**config.mk**
```make
export PLATFORM = sky130hd
export DESIGN_NAME = video_fetch
export DESIGN_NICKNAME = d
export VERILOG_FILES = /design/src/rtl/video_pkg.sv /design/src/rtl/video_shifter.sv /design/src/rtl/video_fetch.sv
export SDC_FILE = /design/constraint.sdc
export NUM_CORES = 1
export LEC_CHECK = 0
export ABC_AREA = 1
export ABC_CLOCK_PERIOD_IN_PS = 3800
export CAP_MARGIN = 20
export CELL_PAD_IN_SITES_DETAIL_PLACEMENT = 1
export CELL_PAD_IN_SITES_GLOBAL_PLACEMENT = 2
export CORE_MARGIN = 4
export CORE_UTILIZATION = 29
export CTS_CLUSTER_DIAMETER = 60
export DETAILED_ROUTE_END_ITERATION = 8
export PLACE_DENSITY_LB_ADDON = 0.2
export SLEW_MARGIN = 5
export SYNTH_ARGS = -nofsm -noshare
export SYNTH_HDL_FRONTEND = slang
export SYNTH_SLANG_ARGS = --single-unit
```
**constraint.sdc**
```tcl
create_clock -name clock -period 3.8 [get_ports clock]
set_clock_uncertainty 0.1 [all_clocks]
set_input_delay 0.57 -clock clock [delete_from_list [all_inputs] [get_ports clock]]
set_output_delay 0.57 -clock clock [all_outputs]
set_load 0.05 [all_outputs]
```
**src/rtl/video_pkg.sv**
```systemverilog
// Shared definitions for the cell fetch / pixel shifter video path.
package video_pkg;

  localparam logic [1:0] MODE_TEXT = 2'b00;
  localparam logic [1:0] MODE_HR2  = 2'b01;
  localparam logic [1:0] MODE_HR4  = 2'b10;

  typedef struct packed {
    logic [7:0] glyph;
    logic [7:0] vid;
    logic [3:0] att;
    logic [1:0] md;
  } cell_t;

  localparam int CELL_BITS = $bits(cell_t);

  // log2 of pce slots each pixel is held, given log2 slots per cell and log2 pixels per cell
  function automatic int hold_shift(input int slot_log2, input int pix_log2);
    return (slot_log2 > pix_log2) ? slot_log2 - pix_log2 : 0;
  endfunction

endpackage

```
**src/rtl/video_shifter.sv**
```systemverilog
// Holds the cell currently on screen and turns it into ven/color per pixel slot
// for text (1bpp), hi-res 2bpp and 4bpp modes.
module video_shifter
  import video_pkg::*;
#(
  parameter int         CELLW = 8,
  parameter logic [3:0] PAL1  = 4'h8,
  parameter logic [3:0] PAL2  = 4'h2,
  parameter logic [3:0] PAL3  = 4'h5
) (
  input  logic       clock,
  input  logic       reset,
  input  logic       clr,
  input  logic       load,
  input  logic       pce,
  input  logic [1:0] md,
  input  logic [7:0] glyph,
  input  logic [7:0] vid,
  input  logic [3:0] att,
  output logic       ven,
  output logic [3:0] color
);

  localparam int SW     = $clog2(CELLW);
  localparam int TXT_SH = hold_shift(SW, 3);
  localparam int HR2_SH = hold_shift(SW, 2);
  localparam int HR4_SH = hold_shift(SW, 1);

  logic [SW-1:0] px_q, px_d;
  cell_t         cur_q, cur_d;
  logic [4:0]    px_w;
  logic [2:0]    tidx;
  logic [1:0]    hidx;
  logic          qidx;
  logic [1:0]    code;
  logic [3:0]    nib;

  always_comb begin
    px_d  = px_q;
    cur_d = cur_q;
    if (clr) begin
      px_d  = '0;
      cur_d = '0;
    end else if (load) begin
      px_d  = '0;
      cur_d = '{glyph: glyph, vid: vid, att: att, md: md};
    end else if (pce) begin
      px_d = px_q + SW'(1);
    end
  end

  // NOTE: state flops use non-blocking assignments only; all combinational next-state lives in always_comb.
  always_ff @(posedge clock or posedge reset) begin
    if (reset) begin
      px_q  <= '0;
      cur_q <= '0;
    end else begin
      px_q  <= px_d;
      cur_q <= cur_d;
    end
  end

  always_comb begin
    px_w  = 5'(px_q);
    tidx  = 3'(px_w >> TXT_SH);
    hidx  = 2'(px_w >> HR2_SH);
    qidx  = 1'(px_w >> HR4_SH);
    nib   = qidx ? cur_q.vid[3:0] : cur_q.vid[7:4];
    case (hidx)
      2'd0:    code = cur_q.vid[7:6];
      2'd1:    code = cur_q.vid[5:4];
      2'd2:    code = cur_q.vid[3:2];
      default: code = cur_q.vid[1:0];
    endcase
    ven   = 1'b0;
    color = '0;
    case (cur_q.md)
      MODE_HR2: begin
        ven = (code != 2'd0);
        case (code)
          2'd1:    color = PAL1;
          2'd2:    color = PAL2;
          2'd3:    color = PAL3;
          default: color = 4'h0;
        endcase
      end
      MODE_HR4: begin
        ven   = (nib != 4'd0);
        color = nib;
      end
      default: begin
        // mode 11 lands here and renders as text
        ven   = cur_q.glyph[3'd7 - tidx];
        color = cur_q.att;
      end
    endcase
  end

endmodule

```
**src/rtl/video_fetch.sv**
```systemverilog
// Per-cell fetch pipeline: video/attr RAM -> glyph (font ROM or user char RAM) ->
// pending cell buffer, handed to the shifter at the end of each cell.
module video_fetch
  import video_pkg::*;
#(
  parameter int         CELLW = 8,
  parameter int         MAW   = 14,
  parameter int         RAW   = 3,
  parameter logic [3:0] PAL1  = 4'h8,
  parameter logic [3:0] PAL2  = 4'h2,
  parameter logic [3:0] PAL3  = 4'h5
) (
  input  logic               clock,
  input  logic               reset,
  input  logic               hsync,
  input  logic               pce,
  input  logic [MAW-1:0]     ma,
  input  logic [RAW-1:0]     ra,
  input  logic               b,
  input  logic               c,
  input  logic [1:0]         mode,
  output logic [MAW-1:0]     vramA,
  input  logic [7:0]         vramQ,
  output logic [9:0]         attrA,
  input  logic [7:0]         attrQ,
  output logic [8+RAW-1:0]   fontA,
  input  logic [7:0]         fontQ,
  output logic [7+RAW-1:0]   chrA,
  input  logic [7:0]         chrQ,
  output logic               ven,
  output logic [3:0]         color
);

  localparam int SW = $clog2(CELLW);

  logic [SW-1:0]    sc_q, sc_d;
  logic [MAW-1:0]   vram_a_q, vram_a_d;
  logic [9:0]       attr_a_q, attr_a_d;
  logic [8+RAW-1:0] font_a_q, font_a_d;
  logic [7+RAW-1:0] chr_a_q, chr_a_d;
  logic             ds_q, ds_d;
  cell_t            pend_q, pend_d;
  logic             load;
  logic             unused_attr_hi;

  assign unused_attr_hi = ^attrQ[7:4];

  // NOTE: every _d defaults to its _q before any branch, so no path leaves a latch behind.
  always_comb begin
    sc_d     = sc_q;
    vram_a_d = vram_a_q;
    attr_a_d = attr_a_q;
    font_a_d = font_a_q;
    chr_a_d  = chr_a_q;
    ds_d     = ds_q;
    pend_d   = pend_q;
    load     = 1'b0;
    if (hsync) begin
      sc_d   = '0;
      ds_d   = 1'b0;
      pend_d = '0;
    end else if (pce) begin
      sc_d = sc_q + SW'(1);
      load = (sc_q == SW'(CELLW - 1));
      if (sc_q == SW'(0)) begin
        vram_a_d = ma;
        attr_a_d = ma[9:0];
      end
      if (sc_q == SW'(1)) begin
        pend_d.vid = vramQ;
        pend_d.att = attrQ[3:0];
        pend_d.md  = mode;
      end
      if (sc_q == SW'(2)) begin
        font_a_d = {pend_q.vid, ra};
        chr_a_d  = {pend_q.vid[6:0], ra};
        ds_d     = pend_q.vid[7] && ((!c && !pend_q.vid[6]) || (!b && pend_q.vid[6]));
      end
      if (sc_q == SW'(3)) begin
        pend_d.glyph = ds_q ? chrQ : fontQ;
      end
    end
  end

  always_ff @(posedge clock or posedge reset) begin
    if (reset) begin
      sc_q     <= '0;
      vram_a_q <= '0;
      attr_a_q <= '0;
      font_a_q <= '0;
      chr_a_q  <= '0;
      ds_q     <= 1'b0;
      pend_q   <= '0;
    end else begin
      sc_q     <= sc_d;
      vram_a_q <= vram_a_d;
      attr_a_q <= attr_a_d;
      font_a_q <= font_a_d;
      chr_a_q  <= chr_a_d;
      ds_q     <= ds_d;
      pend_q   <= pend_d;
    end
  end

  assign vramA = vram_a_q;
  assign attrA = attr_a_q;
  assign fontA = font_a_q;
  assign chrA  = chr_a_q;

  // Shifter takes pend_d so a glyph landing on the wrap slot (CELLW=4) is not a cell late.
  video_shifter #(
    .CELLW (CELLW),
    .PAL1  (PAL1),
    .PAL2  (PAL2),
    .PAL3  (PAL3)
  ) u_shifter (
    .clock (clock),
    .reset (reset),
    .clr   (hsync),
    .load  (load),
    .pce   (pce),
    .md    (pend_d.md),
    .glyph (pend_d.glyph),
    .vid   (pend_d.vid),
    .att   (pend_d.att),
    .ven   (ven),
    .color (color)
  );

endmodule

```
* Word level (Yosys, flattened, before mapping)
Cells that the tools add are included.
** Word-level totals
- ROM bits :: 0
- Memories kept :: 0
- RAM bits :: 0
- Output and inout port bits :: 50
- Flip-flop bits (word level) :: 96
- Latch bits :: 0
** Cells by class
- Bitwise operators :: 1
- Mux-type cells :: 24
- Add/sub/neg operators :: 3
- Reductions and logical operators :: 18
- Equal/unequal tests :: 11
- Magnitude comparators :: 1
- Shift-type cells :: 0
- Div/mod/pow operators :: 0
- Multiply operators :: 0
** Operators with widths (count)
- two-way mux 22 bit :: 4
- two-way mux 8 bit :: 2
- two-way mux 3 bit :: 5
- two-way mux 14 bit :: 1
- one-hot mux 4 bit (3 select lines) :: 1
- equality test 2 bit, second input constant :: 4
- one-hot mux 4 bit (2 select lines) :: 1
- nonzero test 2 bit :: 4
- adder 3 x 1 -> 3 bit, second input constant :: 2
- equality test 2 x 1 -> 1 bit, second input constant :: 3
- equality test 3 x 2 -> 1 bit, second input constant :: 2
- two-way mux 1 bit :: 6
- one-hot mux 2 bit (3 select lines) :: 1
- AND reduction 3 bit :: 2
- less-than comparator 3 x 4 -> 1 bit, second input constant :: 1
- two-way mux 4 bit :: 1
- nonzero test 4 bit :: 1
- binary-select mux 1 bit (select 3 bit) :: 1
- equality test 3 x 1 -> 1 bit, second input constant :: 1
- equality test 3 bit, second input constant :: 1
- logical AND 1 bit :: 3
- logical NOT 1 bit :: 3
- logical NOT 3 bit :: 1
- nonzero test 3 bit :: 1
- other kinds (6) :: 6

* Longest topological paths before layout
- Word-level depth :: 7
- Gate-level depth with buffers :: 10
- Gate-level depth less buffers :: 9

* By module
From an unflattened synthesis, not the netlist that was laid out.
** Unflattened totals
- Cells, all modules :: 491
- Area total of the unflattened synthesis :: 3918.8 µm²
** Modules (own cells, without submodules)
- video_fetch :: cells an instance 316, times used 1, area an instance 2529.9 µm²
- video_shifter :: cells an instance 175, times used 1, area an instance 1388.8 µm²

* Worst setup path before layout
No wires, ideal clock.
- Path type :: reg-to-output
- Start :: register u_shifter.px_q[2]
- End :: output color[1]
- Arrival :: 1744 ps
- Cell stages (with the launch flop) :: 8
- Required time :: 3130 ps
- Slack :: 1386 ps
- Cells stage by stage :: dfrtp_1 > buf_6 > inv_1 > nand2_1 > nand3_1 > nand2_1 > nand3b_1 > a21oi_1
** On the way
- Word-level cells in the longest chain between the ends :: 5
- Elaborated cells on any way between the ends :: 10
** RTL lines
- from (decl) :: RTL line video_shifter.sv:29 : logic [SW-1:0] px_q, px_d;
- from (signal assigned) :: RTL line video_shifter.sv:58 : px_q <= px_d;
- equality test 2 bit (tied with other cells) :: RTL line video_shifter.sv:69 : case (hidx)
- one-hot mux 2 bit (3 select lines) :: RTL line video_shifter.sv:69
- equality test 2 bit / equality test 2 x 1 -> 1 bit (equally long branches) :: RTL line video_shifter.sv:80 : case (code)
- one-hot mux 4 bit (3 select lines) :: RTL line video_shifter.sv:80
- one-hot mux 4 bit (2 select lines) * :: RTL line video_shifter.sv:77 : case (cur_q.md)
- to (decl) :: RTL line video_fetch.sv:31 : output logic [3:0] color
Mark *: on every way between the ends. The rest lies on a longest branch, timed or not.

* Worst setup path in the final report
- Start :: register u_shifter.px_q[2]
- End :: output color[2]
Same word-level chain as after synthesis.

==> flow_summary.json <==
{
  "run_status": "finished clean",
  "initial_drc_count": 109,
  "critical_path.endpoint": "color[2]",
  "setup_tns_ns": 0,
  "drt_pass1_iterations": 4,
  "worst_path_largest_cell_delay_ns": 0.82,
  "globalRoute.totalOverflow": 0,
  "postCtsHoldBufs": 0,
  "synth_cell_types": 23,
  "vias": 2986,
  "area_of_the_core_sq_um": 12100,
  "postSynth.topFlopCell": "sky130_fd_sc_hd__dfrtp_1",
  "top_level_ports": 107,
  "postCtsSetupRepairBufs": 0,
  "mostFrequentLayoutCell": "sky130_fd_sc_hd__nand2_1",
  "max-slew-margin-rel_pct": 56.9,
  "cts.repair.resized": 0,
  "seq_area_frac_synth_pct": 52.8,
  "fraction_of_registers_with_async_set_reset_pct": 100,
  "whs_ns": 0.369,
  "final_net_count": 568,
  "post-route-min-period_ns": 3.26,
  "drtAntennaViolNets": 0,
  "synth.net_count": 482,
  "path_clk_slew_ns": 0.06,
  "power_after_layout_mw": 2.65,
  "max-vdd-ir-drop_v": 0.000236,
  "grt_antenna_before_repair": 0,
  "critPathCaptureType": "output port",
  "timing_worst_setup_path_type": "flop to output port",
  "final_replace_weighted_congestion": 0.768,
  "place.detailed.hpwl_microns": 7010,
  "worst-endpoint-arrival_ns": 2.59,
  "synth.top_cell.area_share_pct": 52.8,
  "worst-slew-pin-transition_ns": 0.645,
  "final.period_utilization_pct": 85.8,
  "stdcell_count": 674,
  "crit_slowest_cell": "sky130_fd_sc_hd__clkdlybuf4s50_1",
  "postSynthRegisterBits": 76,
  "total_leakage_power_nw": 2.31,
  "drive_above_1_share_pct": 8.30,
  "bufs_on_longest_clock_path": 2,
  "yosys_warnings": 0,
  "timing.critical_path.from": "u_shifter.px_q[2]",
  "cts_buffers": 9,
  "crit_path_cell_trace": "inv_1, nand2_1, nand2_1, nand2_1, nand2_1, nand2_1, nor2_1, nor2_1, nor2_1, clkdlybuf4s50_1",
  "die_height_microns": 119,
  "fp.dieW_microns": 119,
  "max_clock_freq_ghz": 0.307,
  "startpoint_type": "flop",
  "antenna-diode-count": 0,
  "crit_path_frequent_cell": "sky130_fd_sc_hd__nand2_1",
  "grt_pass1_wl_microns": 15700,
  "die_area_sq_um": 14300,
  "route.detailed.wl_per_inst_microns": 14.0,
  "routed_via_density": 4.43,
  "drt_drc_violations_left": 0,
  "ff2ff_path_depth": 8,
  "synthesis.area_sq_um": 3600,
  "worstSkewPairLatency_ns": 0.33,
  "layout.cells.most_common_list": "sky130_fd_sc_hd__nand2_1 (126), sky130_fd_sc_hd__clkdlybuf4s50_1 (102), sky130_fd_sc_hd__dfrtp_1 (76), sky130_fd_sc_hd__nor2_1 (51), sky130_fd_sc_hd__o21ai_0 (44)",
  "timing.critical_path.max_delay_family": "buffers and inverters",
  "cts.sinks": 76,
  "worst_reg_to_reg_setup_slack_ns": 1.71,
  "power.density_cell_area_nw_per_um2": 537,
  "effective_utilization_at_floorplan_pct": 29.8,
  "synth_edf_count": 0,
  "hold_class": "flop to flop",
  "grt_setup_unrepaired": "no",
  "critPathMaxFanout": 10,
  "critical_path.n_buffers_inverters": 2,
  "max-cap-violations": 0,
  "cts_tree": "built",
  "numPlacedInstances": 659,
  "postLayoutCoreUtil_pct": 40.7,
  "finalMaxSlewViolations": 0,
  "finalSetupViolCount": 0,
  "post_synth_inst_count": 416,
  "critical_path_required_ns": 3.13,
  "grt.total_usage_pct": 13.6,
  "post-synth-top-area-cell": "sky130_fd_sc_hd__dfrtp_1",
  "synthToLayoutAreaGrowth_pct": 36.9,
  "rows": 40,
  "postSynthAreaPerCell_sq_um": 8.66,
  "synth.area.top_cells": "sky130_fd_sc_hd__dfrtp_1 (53%), sky130_fd_sc_hd__nand2_1 (13%), sky130_fd_sc_hd__o21ai_0 (6.1%)",
  "clk_root_buffer_cell": "sky130_fd_sc_hd__clkbuf_16",
  "cts_max_level": 3,
  "vias_in_the_first_global_route": 3092,
  "timing.final.hold_violations": 0,
  "route.final.wire_length_microns": 9430,
  "r2r_end": "u_shifter.cur_q[1]",
  "pin_count_of_the_biggest_net_entering_global_routing": 77,
  "crit_cells": 10,
  "portBuffers": 102,
  "worstReg2RegStart": "sc_q[1]"
}
report_power, final:
group	internal, mW	switching, mW
sequential	0.895	0.0557
combinational	0.319	0.599
clock	0.455	0.326
total	1.67	0.981
metal layers:
| layer | wire length (microns) | global-route usage, % |
|---|---|---|
| met5 | 0 | 0 |
| met3 | 448 | 3.37 |
| met2 | 4090 | 20.5 |
| met1 | 4780 | 19.4 |
| met4 | 110 | 4.08 |
layout make-up:
cell class	instances	area, sq um
clock buffers	11	243
clock inverters	4	26.3
fillers	1458	7180
inverters	31	116
multi-input cells	276	1360
flip-flops and latches	76	1900
well taps	168	210
repair buffers	108	1080
cells by family after synthesis:
| kind of cell | Yosys count | synth area share [%] |
|---|---|---|
| adder cells (fa/ha/maj) | 9 | 3.13 |
| multiplexers | 16 | 4.97 |
| AND/OR/NAND/NOR | 189 | 20.6 |
| AO/OA/AOI/OAI | 62 | 8.96 |
| buffers and inverters | 64 | 9.58 |
| flip-flops | 76 | 52.8 |
registers in the layout (all words and copies together) (netlist names):
signal and flops:
ds_q 1, fontA 11, pend_q 22, sc_q 3, u_shifter.cur_q 22, u_shifter.px_q 3
vramA 14
synth_stat cells, types with 5 or more instances:
master	number
sky130_fd_sc_hd__nand3_1	8
sky130_fd_sc_hd__buf_4	20
sky130_fd_sc_hd__dfrtp_1	76
sky130_fd_sc_hd__o21ai_0	44
sky130_fd_sc_hd__inv_2	5
sky130_fd_sc_hd__ha_1	9
sky130_fd_sc_hd__inv_1	26
sky130_fd_sc_hd__buf_2	5
sky130_fd_sc_hd__nand2_1	126
sky130_fd_sc_hd__a21oi_1	8
sky130_fd_sc_hd__mux2_2	15
sky130_fd_sc_hd__nor2_1	51
metrics by stage:
step	setup slack, ns	area, sq um
after floorplan	1.19	3600
after global placement	0.897	4660
after detailed placement	0.885	4660
after CTS	0.506	4930
after global routing	0.329	4930
final	0.538	4930
worst min path at each step:
| stage | slack [ns] | from | end | depth (start not counted) |
|---|---|---|---|---|
| after floorplan | 0.35 | u_shifter.cur_q[19] | u_shifter.cur_q[19] | 2 |
| after global placement | 0.36 | fontA[10] | fontA[10] | 2 |
| after detailed placement | 0.36 | fontA[10] | fontA[10] | 2 |
| after CTS | 0.38 | fontA[10] | fontA[10] | 2 |
| after global routing | 0.40 | pend_q[9] | fontA[6] | 2 |
| final | 0.37 | fontA[10] | fontA[10] | 2 |
worst reg2reg max path: stages, from the launching register on:
cell and delay [ns]:
sky130_fd_sc_hd__dfrtp_1 0.40, sky130_fd_sc_hd__inv_1 0.11, sky130_fd_sc_hd__ha_1 0.15, sky130_fd_sc_hd__nand3_1 0.45, sky130_fd_sc_hd__inv_2 0.44, sky130_fd_sc_hd__nor2_1 0.08, sky130_fd_sc_hd__nor2_1 0.14, sky130_fd_sc_hd__nand2_1 0.06
sky130_fd_sc_hd__o21ai_0 0.07
(Power assumes the default switching activity.)
